## src/rtl/accm.sv

```systemverilog
// Modulo-M accumulator: adds X into an 11-bit running sum on ce edges,
// with a combinational wrap lookahead (Mx) and a registered one-cycle carry (CO).
module accm #(
  parameter int M = 2000
) (
  input  logic        clk,
  input  logic        rst,
  input  logic        ce,
  input  logic [7:0]  X,
  output logic [10:0] ACC,
  output logic        CO,
  output logic        Mx
);

  logic [10:0] acc_q, acc_d;
  logic        co_q, co_d;
  logic [11:0] sum;
  logic        wrap;

  always_comb begin
    // 12-bit sum so ACC+X never truncates before the modulus compare
    sum   = {1'b0, acc_q} + {4'b0000, X};
    wrap  = (sum >= 12'(M));
    acc_d = acc_q;
    co_d  = 1'b0;
    if (ce) begin
      acc_d = wrap ? 11'(sum - 12'(M)) : sum[10:0];
      co_d  = wrap;
    end
  end

  always_ff @(posedge clk) begin
    if (rst) begin
      acc_q <= '0;
      co_q  <= 1'b0;
    end else begin
      acc_q <= acc_d;
      co_q  <= co_d;
    end
  end

  assign ACC = acc_q;
  assign CO  = co_q;
  assign Mx  = wrap;

endmodule

```

## config.mk

```make
export PLATFORM = sky130hd
export DESIGN_NAME = accm
export DESIGN_NICKNAME = d
export VERILOG_FILES = /design/src/rtl/accm.sv
export SDC_FILE = /design/constraint.sdc
export NUM_CORES = 1
export LEC_CHECK = 0
export CAP_MARGIN = 20
export CORE_MARGIN = 4
export CORE_UTILIZATION = 55
export DETAILED_ROUTE_END_ITERATION = 16
export PLACE_DENSITY = 0.86
export SLEW_MARGIN = 40
export SYNTH_ARGS = -nofsm -noshare
export SYNTH_HDL_FRONTEND = slang
export SYNTH_SLANG_ARGS = --single-unit
export TNS_END_PERCENT = 1
```

## constraint.sdc

```tcl
create_clock -name clk -period 11.05 [get_ports clk]
set_input_delay 2.21 -clock clk [delete_from_list [all_inputs] [get_ports clk]]
set_output_delay 2.21 -clock clk [all_outputs]
set_load 0.02 [all_outputs]
```

==> impl_results.md <==
- Worst R2R Setup Slack: between 7 and 8 ns
- GRT Resource Usage Total: 23.2%
- Hold Crit Depth: 2
- Synthesized cell area: 1160 µm²
- Drt first pass iters: 4
- Vias post-DR: about 1200
- Status: completed
- Grt ovf: 0
- Post-synthesis net count: 170
- Number of buffers created by CTS: 3
- Area delta synth->final: 24.5%
- Yosys Warn Count: 0
- Top_reg_cell synth: dfxtp_1
- Share of cells above drive strength 1: between 8 and 9%
- Die Width: between 50 and 60 µm
- Die area: roughly 2900 µm²
- CP Launch Type: primary input
- Clock latency on the worst-skew pair: between 0.2 and 0.3 ns
- Initial Util: 58.6%
- Final Max Tran Viols: 0
- Register bit total from synthesis: 12
- Site row count: 16
- Final worst slack: 2.86 ns
- DR vias/cell: 6.12
- Tcrit/Tclk final: 74.1%
- Fillers: 144
- TNS Setup: 0 ns
- Commonest non-fill, non-tap cell in the layout: clkdlybuf4s50_1
- H-tree lvl count: 1
- WL final: around 3.0 mm
- Max cap viols: 0
- First-pass GRT wire length: between 4 and 5 mm
- NumNets Final: around 190
- Slowest-stage cell, CP: clkdlybuf4s50_1
- Final setup viols: 0
- Max-slew headroom: a little under three fifths
- CTS tree: done
- Area leader, netlist: dfxtp_1
- DP HPWL: approximately 2.4 mm
- Top-Level Pins: 24
- DRT antenna net count: 0
- Largest net degree at the start of global routing: 19
- Port Buffers: 23
- Ant diodes: 0
- Hold buffer count at CTS: 0
- Max IR drop VDD: about 0.11 mV
- CTS Root Cell: clkbuf_4
- DP Worst Slack: 2.93 ns
- Number of global-route vias before repair: roughly 1100
- Critical R2R Capture: ACC[5]$_SDFFE_PP0P_
- Worst Path Max Fanout: 4
- Crit path buf inv count: 3
- Placed insts: 194
- Most frequent cells in the layout: 23 x clkdlybuf4s50_1, 17 x nor2_1, 12 x dfxtp_1
- WHS Endpoint: ACC[2]$_SDFFE_PP0P_
- Fmax: around 120 MHz
- Post-CTS setup buffers: 0
- Crit path largest cell delay: between 0.6 and 0.7 ns
- Worst setup path category: in -> out
- Finished Layout Cells: between 150 and 200
- DRC Markers: 0
- Register area share after synthesis: 20.7%
- RePlAce Congestion: approximately 0.89
- Min-Delay Path Class: reg -> reg
- Worst path required time: 8.84 ns
- Die Y: between 50 and 60 µm
- Worst r2r src: ACC[0]$_SDFFE_PP0P_
- WHS: approximately 0.55 ns
- Num Clock Sinks: 12
- Post-CTS Resized: 0
- Cell family contributing the most delay on the critical path: buffers and inverters
- Library cells used by synthesis: 41
- Post-Route Utilization: 72.9%
- Setup crit end kind: output port
- Power per standard cell area: 127 nW/µm²
- Initial detailed-routing violation count: 62
- FF-to-FF path depth: 15
- Number of synthesized flops with an enable pin: 0
- Wire per inst: 15.0 µm
- Post-synth ARST share: 0%
- Worst Tran Pin Value: about 0.64 ns
- Core area: just under 2000 µm²
- Skew final: between 0.009 and 0.01 ns
- Top cell type's share of synthesized area: 20.7%
- Hold Startpoint: ACC[2]$_SDFFE_PP0P_
- Hold Fails Final Rpt: 0
- RSZ-0062 raised after global routing: no
- Post-Syn Instances: about 150
- CTS max path bufs: 2
- Leakage: 0.000607 µW
- Worst-path clk slew: roughly 0.07 ns
- Crit-path cells: clkdlybuf4s50_1 > ha_1 > inv_1 > fa_1 > nand2b_1 > nand2b_1 > a21o_1 > xnor2_1 > ha_1 > nand2_1 > nor3_1 > o21ai_0 > a211oi_1 > nand4_1 > nand2_1 > clkdlybuf4s50_1
- Antenna violations before repair: 0
- Clock period minus final worst setup slack: between 8 and 9 ns
- Top cells by area, synth: dfxtp_1 21%, ha_1 11%, nor2_1 5.5%
- Syn avg cell area: approximately 7.8 µm²
- Critical Path AT: ~6 ns
## tightest hold or removal path, cell delays in order (launching register included)
cell and delay (ns):
dfxtp_1 0.34, mux2i_1 0.13, nor2_1 0.05
## area by class of cell
class | count | area [µm²] | share of cell area, %
clock buffer | 4 | 36.3 | 2.51
timing repair buffer | 23 | 230 | 15.9
tap | 27 | 33.8 | 2.34
sequential | 12 | 240 | 16.6
inverter | 9 | 33.8 | 2.34
multi-input combinational | 123 | 871 | 60.3
## per-layer routing
metal  GRT usage, %  wire [µm]  vias to the layer above
met5              0          0                        -
met4           8.09         38                        0
met3           2.77        215                        6
met2           36.7       1400                       49
met1           32.1       1310                      554
li1               -          -                      602
## where the power goes
| part | internal, µW | total (µW) | switching, µW |
|---|---|---|---|
| clock network | 20.0 | 34.6 | 14.6 |
| logic | 40.9 | 97.1 | 56.2 |
| registers | 47.6 | 52.3 | 4.73 |
| total | 108 | 184 | 75.6 |
## stage by stage
stage          instance area [µm²]  total power, µW
2_1_floorplan                 1160              120
3_3_place_gp                  1410              145
3_5_place_dp                  1410              149
4_1_cts                       1450              184
5_1_grt                       1450              197
6_report                      1450              184
## Yosys cell counts, types with 3 or more instances
| cell type | instances |
|---|---|
| xnor2_1 | 3 |
| clkbuf_1 | 3 |
| nand2b_1 | 5 |
| xor2_1 | 3 |
| dfxtp_1 | 12 |
| nand3_1 | 5 |
| nor2_1 | 17 |
| o21bai_1 | 3 |
| nor3_1 | 6 |
| mux2i_1 | 4 |
| nand2_1 | 10 |
| inv_1 | 9 |
| a21oi_1 | 10 |
| ha_1 | 10 |
| a21o_1 | 4 |
| o31ai_1 | 3 |
| a211oi_1 | 8 |
| o21ai_0 | 5 |
## worst max path at each step
stage          start  end  depth (start not counted)
6_report        X[0]   Mx                         16
5_1_grt         X[0]   Mx                         16
4_1_cts         X[0]   Mx                         16
3_5_place_dp    X[0]   Mx                         16
3_3_place_gp    X[0]   Mx                         16
2_1_floorplan   X[0]   Mx                         14
## logic make-up (layout without fill, tap and decap cells)
family                     Yosys count  in the layout  share of synthesized area [%]
muxes                                4              4                           3.45
AOI/OAI and AO/OA                   48             48                           30.4
DFF                                 12             12                           20.7
xor gates and xnor gates             6              6                           4.53
and+or+nand+nor                     54             54                           24.1
buffers and inverters               13             36                           4.31
adders and majority gates           11             11                           12.5
## state kept, by name, indices dropped and copies added, names as in the netlist
| register | flops |
|---|---|
| ACC | 11 |
| CO | 1 |
Power figures use the tool's default switching activity.
